File: src/rtl/path_move_encoder_if.sv
// path_move_encoder_if
//   Bundles the path-cell input stream and the move output stream of
//   path_move_encoder.
//   master : the side that drives cells and consumes moves (solver/host side)
//   slave  : the encoder itself
//   Signals: start_path, load, cell_row, cell_col, path_done, move_ready (to encoder)
//            move_valid, move_dir, move_last, finished, busy, error, move_count (from encoder)
interface path_move_encoder_if #(
  parameter int COORD_W = 4
);
  logic               start_path;
  logic               load;
  logic [COORD_W-1:0] cell_row;
  logic [COORD_W-1:0] cell_col;
  logic               path_done;
  logic               move_ready;
  logic               move_valid;
  logic [1:0]         move_dir;
  logic               move_last;
  logic               finished;
  logic               busy;
  logic               error;
  logic [7:0]         move_count;

  modport master (
    output start_path, load, cell_row, cell_col, path_done, move_ready,
    input  move_valid, move_dir, move_last, finished, busy, error, move_count
  );

  modport slave (
    input  start_path, load, cell_row, cell_col, path_done, move_ready,
    output move_valid, move_dir, move_last, finished, busy, error, move_count
  );
endinterface

File: src/rtl/path_move_encoder.sv
// path_move_encoder
//   Turns a replayed solved path (one cell per load pulse) into 2-bit moves,
//   buffers them in a small FIFO and streams them out over valid/ready.
//   Move codes: 00 up (row-1), 01 right (col+1), 10 down (row+1), 11 left (col-1).
// Ports:
//   clk  rising-edge clock
//   rst  asynchronous reset, active low
//   bus  path_move_encoder_if.slave (cell input stream, move output stream, status)
// Build option:
//   MOVE_COUNT_EN  when defined, move_count counts accepted moves (saturating at 255);
//                  otherwise move_count is tied to zero and no counter exists.
module path_move_encoder #(
  parameter int COORD_W    = 4,
  parameter int FIFO_DEPTH = 8,
  parameter int PTR_W      = 3
) (
  input  logic                 clk,
  input  logic                 rst,
  path_move_encoder_if.slave   bus
);

  typedef enum logic [2:0] {
    IDLE   = 3'd0,
    FIRST  = 3'd1,
    STREAM = 3'd2,
    DRAIN  = 3'd3,
    FINISH = 3'd4
  } state_t;

  localparam logic [COORD_W-1:0] STEP_P = COORD_W'(1);
  localparam logic [COORD_W-1:0] STEP_M = {COORD_W{1'b1}};
  localparam logic [COORD_W-1:0] STEP_0 = {COORD_W{1'b0}};

  state_t             state_q, state_d;
  logic [COORD_W-1:0] prev_row_q, prev_row_d;
  logic [COORD_W-1:0] prev_col_q, prev_col_d;
  logic               push_q, push_d;
  logic [1:0]         push_dir_q, push_dir_d;
  logic [1:0]         mem_q [FIFO_DEPTH];
  logic [1:0]         mem_d [FIFO_DEPTH];
  logic [PTR_W:0]     wr_ptr_q, wr_ptr_d;
  logic [PTR_W:0]     rd_ptr_q, rd_ptr_d;
  logic               error_q, error_d;
  logic [7:0]         count_q, count_d;

  logic               empty_s, full_s, pop_s, do_push_s, overflow_s;
  logic [PTR_W:0]     occupancy_s;
  logic [COORD_W-1:0] d_row_s, d_col_s;
  logic               step_ok_s;
  logic [1:0]         step_dir_s;

  assign empty_s     = (wr_ptr_q == rd_ptr_q);
  assign full_s      = (wr_ptr_q[PTR_W] != rd_ptr_q[PTR_W]) &&
                       (wr_ptr_q[PTR_W-1:0] == rd_ptr_q[PTR_W-1:0]);
  assign occupancy_s = wr_ptr_q - rd_ptr_q;
  assign pop_s       = !empty_s && bus.move_ready;
  // A push into a full FIFO still lands if the head leaves in the same cycle.
  assign do_push_s   = push_q && (!full_s || pop_s);
  assign overflow_s  = push_q && full_s && !pop_s;

  // Modular per-axis difference, so 15 -> 0 is a +1 step.
  assign d_row_s = bus.cell_row - prev_row_q;
  assign d_col_s = bus.cell_col - prev_col_q;

  // Classify the step from the previous cell: exactly one axis moving by one.
  always_comb begin
    step_ok_s  = 1'b0;
    step_dir_s = 2'b00;
    if (d_row_s == STEP_0 && d_col_s == STEP_P) begin
      step_ok_s  = 1'b1;
      step_dir_s = 2'b01;
    end else if (d_row_s == STEP_0 && d_col_s == STEP_M) begin
      step_ok_s  = 1'b1;
      step_dir_s = 2'b11;
    end else if (d_col_s == STEP_0 && d_row_s == STEP_P) begin
      step_ok_s  = 1'b1;
      step_dir_s = 2'b10;
    end else if (d_col_s == STEP_0 && d_row_s == STEP_M) begin
      step_ok_s  = 1'b1;
      step_dir_s = 2'b00;
    end else begin
      step_ok_s  = 1'b0;
      step_dir_s = 2'b00;
    end
  end

  // Next-state logic: FSM, cell encoding, FIFO pointers, error and counter.
  always_comb begin
    state_d    = state_q;
    prev_row_d = prev_row_q;
    prev_col_d = prev_col_q;
    push_d     = 1'b0;
    push_dir_d = push_dir_q;
    mem_d      = mem_q;
    wr_ptr_d   = wr_ptr_q;
    rd_ptr_d   = rd_ptr_q;
    error_d    = error_q;
    count_d    = count_q;

    if (do_push_s) begin
      mem_d[wr_ptr_q[PTR_W-1:0]] = push_dir_q;
      wr_ptr_d                   = wr_ptr_q + (PTR_W+1)'(1);
    end else begin
      wr_ptr_d = wr_ptr_q;
    end
    if (pop_s) begin
      rd_ptr_d = rd_ptr_q + (PTR_W+1)'(1);
    end else begin
      rd_ptr_d = rd_ptr_q;
    end
    if (overflow_s) begin
      error_d = 1'b1;
    end else begin
      error_d = error_q;
    end

`ifdef MOVE_COUNT_EN
    if (pop_s && count_q != 8'd255) begin
      count_d = count_q + 8'd1;
    end else begin
      count_d = count_q;
    end
`endif

    case (state_q)
      IDLE: begin
        state_d = IDLE;
      end
      FIRST: begin
        // The first cell only seeds the previous-cell registers.
        if (bus.load) begin
          prev_row_d = bus.cell_row;
          prev_col_d = bus.cell_col;
          state_d    = STREAM;
        end else if (bus.path_done) begin
          state_d = FINISH;
        end else begin
          state_d = FIRST;
        end
      end
      STREAM: begin
        if (bus.load) begin
          prev_row_d = bus.cell_row;
          prev_col_d = bus.cell_col;
          if (step_ok_s) begin
            push_d     = 1'b1;
            push_dir_d = step_dir_s;
          end else begin
            error_d = 1'b1;
          end
        end else begin
          push_d = 1'b0;
        end
        if (bus.path_done) begin
          state_d = DRAIN;
        end else begin
          state_d = STREAM;
        end
      end
      DRAIN: begin
        // Wait for any in-flight push as well as an empty FIFO.
        if (empty_s && !push_q) begin
          state_d = FINISH;
        end else begin
          state_d = DRAIN;
        end
      end
      FINISH: begin
        state_d = IDLE;
      end
      default: begin
        state_d = IDLE;
      end
    endcase

    // Restart overrides everything else, including a simultaneous load.
    if (bus.start_path) begin
      state_d  = FIRST;
      push_d   = 1'b0;
      wr_ptr_d = {(PTR_W+1){1'b0}};
      rd_ptr_d = {(PTR_W+1){1'b0}};
      error_d  = 1'b0;
      count_d  = 8'd0;
    end else begin
      state_d = state_d;
    end
  end

  // State registers with asynchronous active-low reset.
  always_ff @(posedge clk or negedge rst) begin
    if (!rst) begin
      state_q    <= IDLE;
      prev_row_q <= {COORD_W{1'b0}};
      prev_col_q <= {COORD_W{1'b0}};
      push_q     <= 1'b0;
      push_dir_q <= 2'b00;
      for (int i = 0; i < FIFO_DEPTH; i++) begin
        mem_q[i] <= 2'b00;
      end
      wr_ptr_q   <= {(PTR_W+1){1'b0}};
      rd_ptr_q   <= {(PTR_W+1){1'b0}};
      error_q    <= 1'b0;
      count_q    <= 8'd0;
    end else begin
      state_q    <= state_d;
      prev_row_q <= prev_row_d;
      prev_col_q <= prev_col_d;
      push_q     <= push_d;
      push_dir_q <= push_dir_d;
      mem_q      <= mem_d;
      wr_ptr_q   <= wr_ptr_d;
      rd_ptr_q   <= rd_ptr_d;
      error_q    <= error_d;
      count_q    <= count_d;
    end
  end

  assign bus.move_valid = !empty_s;
  assign bus.move_dir   = mem_q[rd_ptr_q[PTR_W-1:0]];
  // Last only when the single remaining entry has nothing queued behind it.
  assign bus.move_last  = !empty_s && (state_q == DRAIN) &&
                          (occupancy_s == (PTR_W+1)'(1)) && !push_q;
  assign bus.finished   = (state_q == FINISH);
  assign bus.busy       = (state_q != IDLE);
  assign bus.error      = error_q;
  assign bus.move_count = count_q;

endmodule
File: src/flat_wrapper.sv
// flat-port wrapper written by rule: the top's interface ports become plain ports
module path_move_encoder_flat 
#(
  parameter int COORD_W    = 4,
  parameter int FIFO_DEPTH = 8,
  parameter int PTR_W      = 3
)
  (clk, rst, bus_start_path, bus_load, bus_cell_row, bus_cell_col, bus_path_done, bus_move_ready, bus_move_valid, bus_move_dir, bus_move_last, bus_finished, bus_busy, bus_error, bus_move_count);
  path_move_encoder_if #(.COORD_W(COORD_W)) bus_i ();
  input  logic clk;
  input  logic rst;
  input wire logic [$bits(bus_i.start_path)-1:0] bus_start_path;
  input wire logic [$bits(bus_i.load)-1:0] bus_load;
  input wire logic [$bits(bus_i.cell_row)-1:0] bus_cell_row;
  input wire logic [$bits(bus_i.cell_col)-1:0] bus_cell_col;
  input wire logic [$bits(bus_i.path_done)-1:0] bus_path_done;
  input wire logic [$bits(bus_i.move_ready)-1:0] bus_move_ready;
  output wire logic [$bits(bus_i.move_valid)-1:0] bus_move_valid;
  output wire logic [$bits(bus_i.move_dir)-1:0] bus_move_dir;
  output wire logic [$bits(bus_i.move_last)-1:0] bus_move_last;
  output wire logic [$bits(bus_i.finished)-1:0] bus_finished;
  output wire logic [$bits(bus_i.busy)-1:0] bus_busy;
  output wire logic [$bits(bus_i.error)-1:0] bus_error;
  output wire logic [$bits(bus_i.move_count)-1:0] bus_move_count;
  assign bus_i.start_path = bus_start_path;
  assign bus_i.load = bus_load;
  assign bus_i.cell_row = bus_cell_row;
  assign bus_i.cell_col = bus_cell_col;
  assign bus_i.path_done = bus_path_done;
  assign bus_i.move_ready = bus_move_ready;
  assign bus_move_valid = bus_i.move_valid;
  assign bus_move_dir = bus_i.move_dir;
  assign bus_move_last = bus_i.move_last;
  assign bus_finished = bus_i.finished;
  assign bus_busy = bus_i.busy;
  assign bus_error = bus_i.error;
  assign bus_move_count = bus_i.move_count;
  path_move_encoder #(.COORD_W(COORD_W), .FIFO_DEPTH(FIFO_DEPTH), .PTR_W(PTR_W)) u_core (.clk(clk), .rst(rst), .bus(bus_i));
endmodule
File: config.mk
export PLATFORM = sky130hd
export DESIGN_NAME = path_move_encoder_flat
export DESIGN_NICKNAME = d
export VERILOG_FILES = /design/src/rtl/path_move_encoder_if.sv /design/src/rtl/path_move_encoder.sv /design/src/flat_wrapper.sv
export SDC_FILE = /design/constraint.sdc
export NUM_CORES = 1
export LEC_CHECK = 0
export BUFFER_PORTS_ARGS = -buffer_cell sky130_fd_sc_hd__buf_2
export CORE_ASPECT_RATIO = 0.8
export CORE_MARGIN = 2
export CORE_UTILIZATION = 30
export CTS_CLUSTER_DIAMETER = 200
export CTS_CLUSTER_SIZE = 12
export DETAILED_ROUTE_END_ITERATION = 10
export MAX_ROUTING_LAYER = met4
export PLACE_DENSITY_LB_ADDON = 0.08
export REMOVE_ABC_BUFFERS = 1
export SETUP_SLACK_MARGIN = 0.15
export SLEW_MARGIN = 20
export SYNTH_ARGS = -nofsm -noshare
export SYNTH_HDL_FRONTEND = slang
export SYNTH_SLANG_ARGS = --single-unit
File: constraint.sdc
create_clock -name clk -period 6.85 [get_ports clk]
set_clock_uncertainty 0.2 [all_clocks]
set_input_delay 0.3425 -clock clk [delete_from_list [all_inputs] [get_ports clk]]
set_output_delay 0.3425 -clock clk [all_outputs]
set_load 0.005 [all_outputs]
* After elaboration in Yosys (flattened, before gate mapping) *
Index checks and enable logic that the tools add are counted.

storage, ports and cells
  register bits after elaboration = 39
  input bits = 14
  output and inout bits = 15
  logic and storage cells = 97

operators by class
  $add $sub $neg = 5
  $lt $le $gt $ge = 3
  eq/ne operators = 12
  multiplexer cells = 32
  bitwise operators = 2
  reductions and logical operators = 27

operators by type and width
  kind                                                 number
  bitwise mux 16 bit                                   1
  two-way mux 4 bit                                    4
  logical AND 1 bit                                    14
  two-way mux 1 bit                                    14
  equality test 4 x 1 -> 1 bit, second input constant  3
  two-way mux 2 bit                                    6
  two-way mux 3 bit                                    4
  subtractor 4 bit                                     3
  case mux 3 bit (3 select lines)                      1
  adder 4 x 1 -> 4 bit, second input constant          2
  equality test 4 bit, second input constant           2
  >= comparator 4 bit, second input constant           2
  logical NOT 4 bit                                    2
  NOT 3 -> 4 bit                                       2
  binary-select mux 2 bit (select 3 bit)               1
  demux 2 bit (select 3 bit)                           1
  equality test 3 x 2 -> 1 bit, second input constant  2
  equality test 4 bit                                  1
  logical NOT 1 bit                                    4
  < comparator 4 x 1 -> 1 bit, second input constant   1
  nonzero test 2 bit                                   2
  equality test 3 x 1 -> 1 bit, second input constant  1
  equality test 3 bit                                  1
  equality test 3 bit, second input constant           1
  other kinds (6)                                      6

* Longest topological paths before layout *
  depth after elaboration = 11
  mapped depth = 10
  gate-level depth less buffers = 9

* Worst setup path after synthesis *
No wires, ideal clock.

  path kind = input -> register
  from = in bus_cell_row[0]
  to = reg u_core.push_dir_q[1]
  library setup time = 0.135 ns
  arrival time = 2.140 ns
  data required time = 6.515 ns
  slack = 4.375 ns
  cell stages on the path = 7
  buffers on the path = 0
  cell sequence = inv_1 > ha_1 > fa_1 > or4_4 > a2111oi_2 > a211o_2 > o41ai_2

on the way
  longest elaborated chain between the ends = 8
  elaborated cells on any way between the ends = 16
  classes of those cells = add/sub (1); eq/ne (2); mux (7); reduce/logical (6)

ends and longest elaborated chain
  what                                  line                      text
  start, declared                       flat_wrapper.sv:14        input wire logic [$bits(bus_i.cell_row)-1:0] bus_cell_row;
  subtractor 4 bit *                    path_move_encoder.sv:62   assign d_row_s = bus.cell_row - prev_row_q;
  equality test 4 bit                   path_move_encoder.sv:78   end else if (d_col_s == STEP_0 && d_row_s == STEP_M) begin
  logical AND 1 bit                     path_move_encoder.sv:78
  two-way mux 1 bit                     path_move_encoder.sv:78
  two-way mux 1 bit                     path_move_encoder.sv:75   end else if (d_col_s == STEP_0 && d_row_s == STEP_P) begin
  two-way mux 1 bit                     path_move_encoder.sv:72   end else if (d_row_s == STEP_0 && d_col_s == STEP_M) begin
  two-way mux 1 bit                     path_move_encoder.sv:69   if (d_row_s == STEP_0 && d_col_s == STEP_P) begin
  AND reduction 3 bit (no source line)  --
  end signal, assigned                  path_move_encoder.sv:209  push_dir_q <= push_dir_d;
  end, declared                         path_move_encoder.sv:38   logic [1:0] push_dir_q, push_dir_d;

Mark *: on every way between the ends. The rest lies on a longest branch, timed or not.
A chain may end at the register's enable or synchronous reset.

* Final worst setup path *
  from = reg u_core.rd_ptr_q[0]
  to = out bus_move_last

on the way
  longest elaborated chain between the ends = 5
  elaborated cells on any way between the ends = 7
  classes of those cells = add/sub (1); eq/ne (2); reduce/logical (4)

ends and longest elaborated chain
  what                                                      line                      text
  start, declared                                           path_move_encoder.sv:42   logic [PTR_W:0] rd_ptr_q, rd_ptr_d;
  start signal, assigned                                    path_move_encoder.sv:201  rd_ptr_q <= {(PTR_W+1){1'b0}};
  start signal, assigned                                    path_move_encoder.sv:212  rd_ptr_q <= rd_ptr_d;
  branches (longest 3 deep; another with subtractor 4 bit)  --
  logical AND 1 bit *                                       path_move_encoder.sv:221  assign bus.move_last = !empty_s && (state_q == DRAIN) &&
  logical AND 1 bit *                                       path_move_encoder.sv:222  (occupancy_s == (PTR_W+1)'(1)) && !push_q;
  end, declared                                             flat_wrapper.sv:20        output wire logic [$bits(bus_i.move_last)-1:0] bus_move_last;

Mark *: on every way between the ends.

==> flow_metrics.py <==
metrics = {
    "finish": {
        "fillCellCount": 789,
        "syn2layout_area_growth_pct": 12.2,
        "diodes": 0,
        "final_nets": 275,
        "drive_gt1_share_pct": 22.2,
    },
    "synth": {
        "synth-async-reset-ratio_pct": 100,
        "synthTopCellsByArea": "dfrtp_1 42%, ha_1 5.9%, mux2_2 4.3%",
        "yosysMostFrequentCell": "dfrtp_1",
        "synth_top_cell_by_area": "dfrtp_1",
        "syn_inst": 225,
        "synth_top_cell_area_share_pct": 41.8,
        "synth_edf_count": 0,
        "ys.flop_type": "dfrtp_1",
        "syn-cell-area_um2": 2340,
        "netlist-cell-type-count": 49,
        "ys_ff_latch": 39,
        "ys_seq_area_share_pct": 41.8,
        "synth_warnings": 0,
        "synth_commonest_cells": "39 x dfrtp_1, 26 x nand2_1, 14 x nor2_1, 13 x inv_1, 11 x ha_1",
        "avgSynthCellArea_um2": 10.4,
    },
    "outcome": {
        "status": "finished with violations",
        "violations": "negative hold slack",
    },
    "clocking": {
        "clkTransAtPathRegs_ns": 0.08,
        "numCtsBuffers": 5,
        "cts_root_buf": "clkbuf_8",
        "postCtsHoldBufs": 0,
        "post_cts_resized": 0,
        "cts_max_path_buffers": 2,
        "cts_tree": "yes",
        "post_cts_buffers": 0,
        "clk_latency_ns": 0.28,
        "htreeDepth": 2,
        "cts.sinks": 39,
    },
    "timing": {
        "rsz0062_at_grt": "no",
        "timing.fmax_mhz": 359,
        "min_period_over_period_pct": 40.7,
        "holdWs_ns": -0.0192,
        "slew_headroom_pct": 38.1,
        "period_needed_ns": 2.79,
        "tightest_slew_ns": 0.928,
        "final_hold_viol_count": 13,
        "final.setup.tns_ns": 0,
        "slew_viol_final": 0,
        "setup_viol_count_final": 0,
    },
    "route": {
        "drt-total-wl_um": 4960,
        "vias": 1595,
        "drt-initial-drc-count": 42,
        "drtPass1Iterations": 4,
        "route.detailed.drc": 0,
        "wl_per_cell_um": 14.0,
        "vias_per_cell": 4.52,
        "antenna_left": 0,
    },
    "global_routing": {
        "grt_max_degree": 40,
        "use_met3_pct": 3.11,
        "grt_pass1_vias": 1645,
        "grtUsageMet2_pct": 17.5,
        "overflow": 0,
        "use_met1_pct": 20.6,
        "grt_use_total_pct": 13.4,
        "grt_pass1_wl_um": 8580,
        "grt.busiest_layer": "met1",
        "antenna_found_initial": 0,
    },
    "floorplan": {
        "io_pins": 29,
        "die_width_um": 103,
        "die_y_um": 82.9,
        "core_um2": 7460,
        "rows": 28,
        "dieArea_um2": 8520,
        "initial_core_util_pct": 31.3,
    },
    "flow_run": {
        "maxCapViolations": 0,
    },
    "critical_path": {
        "r2r-start": "u_core.rd_ptr_q[1]",
        "rr_endpoint": "u_core.mem_q[3]",
        "cp.arrival_ns": 2.25,
        "crit_chain": "ha_1 > inv_1 > fa_1 > nor4b_1 > nand4b_1 > nor2_1 > buf_2",
        "critPathBufInv": 2,
        "critical-path-max-stage-delay_ns": 0.59,
        "crit_family": "adder cells",
        "cp_max_fo": 8,
        "cpMaxStageDelayCell": "dfrtp_1",
        "reg2reg_slack_ns": 4.11,
        "rr_worst_depth": 8,
        "worstSetupPathType": "flop to output port",
        "worstPathRequired_ns": 6.31,
        "startpoint_type": "flop",
        "path_depth": 7,
        "cp-end-kind": "output port",
    },
    "power_and_ir_drop": {
        "power_frac_seq_pct": 45.6,
        "total_power_mw": 0.569,
        "comb_power_share_pct": 24.0,
        "power_density_nw_per_um2": 217,
        "clkPwrFrac_pct": 30.5,
        "p_int_mw": 0.395,
        "p_sw_share_pct": 30.5,
        "netSwitchingPower_mw": 0.173,
        "cellLeakagePower_nw": 1.22,
        "vdd_drop_max_uv": 76.6,
    },
    "hold_path": {
        "hp-class": "primary input to async pin",
    },
    "placement": {
        "gp_congestion": 0.750,
        "dpl.hpwl_um": 3710,
        "portBuffers": 20,
    },
}
-- routing by layer --
metal	up-vias	wire length, um
met1	756	2820
met2	24	1950
met4	0	36
li1	813	-
met3	2	152
met5	-	0
-- power groups by stage --
stage | Sequential, mW | Combinational [mW] | Clock [mW]
final | 0.259 | 0.136 | 0.173
after global routing | 0.262 | 0.156 | 0.195
after CTS | 0.260 | 0.139 | 0.181
after detailed placement | 0.264 | 0.138 | 0
after global placement | 0.264 | 0.137 | 0
after floorplan | 0.260 | 0.103 | 0
-- layout make-up --
cell class / count / area (um^2) / area share, %
sequential: 39 / 976 / 37.2
tap: 105 / 131 / 5.01
multi-input combinational: 167 / 1260 / 48.0
inverter: 13 / 48.8 / 1.86
clock buffer: 8 / 100 / 3.82
timing repair buffer: 21 / 108 / 4.10
-- worst max path at each step --
stage                             from                    to  slack, ns
global placement       bus_cell_col[0]  u_core.push_dir_q[1]       4.12
detailed placement  u_core.rd_ptr_q[1]       u_core.mem_q[3]       4.13
global route        u_core.rd_ptr_q[1]       u_core.mem_q[3]       3.86
finish              u_core.rd_ptr_q[0]         bus_move_last       4.06
floorplan              bus_cell_row[0]  u_core.push_dir_q[1]       4.38
CTS                 u_core.rd_ptr_q[0]         bus_move_last       4.02
-- sequential cells by signal (all words and copies together), names as in the netlist --
name and flops:
u_core.bus.error 1, u_core.state_q 3, u_core.push_q 1, u_core.wr_ptr_q 4, u_core.prev_row_q 4, u_core.prev_col_q 4
u_core.rd_ptr_q 4, u_core.mem_q 16, u_core.push_dir_q 2
-- through the flow --
stage | worst slack, ns | hold WS [ns] | utilization [%] | area, um^2 | instances
floorplan | 4.38 | -0.153 | - | 2280 | 219
global placement | 4.12 | 0.276 | 33.8 | 2520 | 345
detailed placement | 4.13 | 0.277 | 33.8 | 2520 | 345
CTS | 4.02 | 0.0286 | 35.1 | 2620 | 353
global route | 3.86 | 0.0667 | 35.1 | 2620 | 353
finish | 4.06 | -0.0192 | 35.1 | 2620 | 353
-- cell families after synthesis --
| logic type | Yosys count | synth area share (%) |
|---|---|---|
| compound gates | 35 | 10.6 |
| other cells | 1 | 0.160 |
| flops | 39 | 41.8 |
| mux | 21 | 12.0 |
| fa+ha+maj | 14 | 8.46 |
| buf+inv | 26 | 5.51 |
| simple gates | 77 | 17.0 |
| xor+xnor | 12 | 4.50 |
-- cells in the final DEF (no fill, tap or decap), types with 2 or more instances in the layout --
master,n
mux4_2,4
ha_1,11
nand4_1,2
o21bai_1,2
nand4b_1,2
clkbuf_8,7
conb_1,8
nor3_1,5
inv_1,13
a21oi_2,2
fa_1,3
nor2b_1,4
or3_1,2
o21ai_0,6
nor2_1,14
buf_2,20
dfrtp_1,39
xnor2_1,6
nand3b_1,2
mux2_2,9
nand3_1,8
a21oi_1,9
nand2_1,26
mux2_1,7
xor2_1,6
and3_1,2
and2b_2,2
o21ai_1,5
No activity file was read; power rests on OpenSTA's default activity.
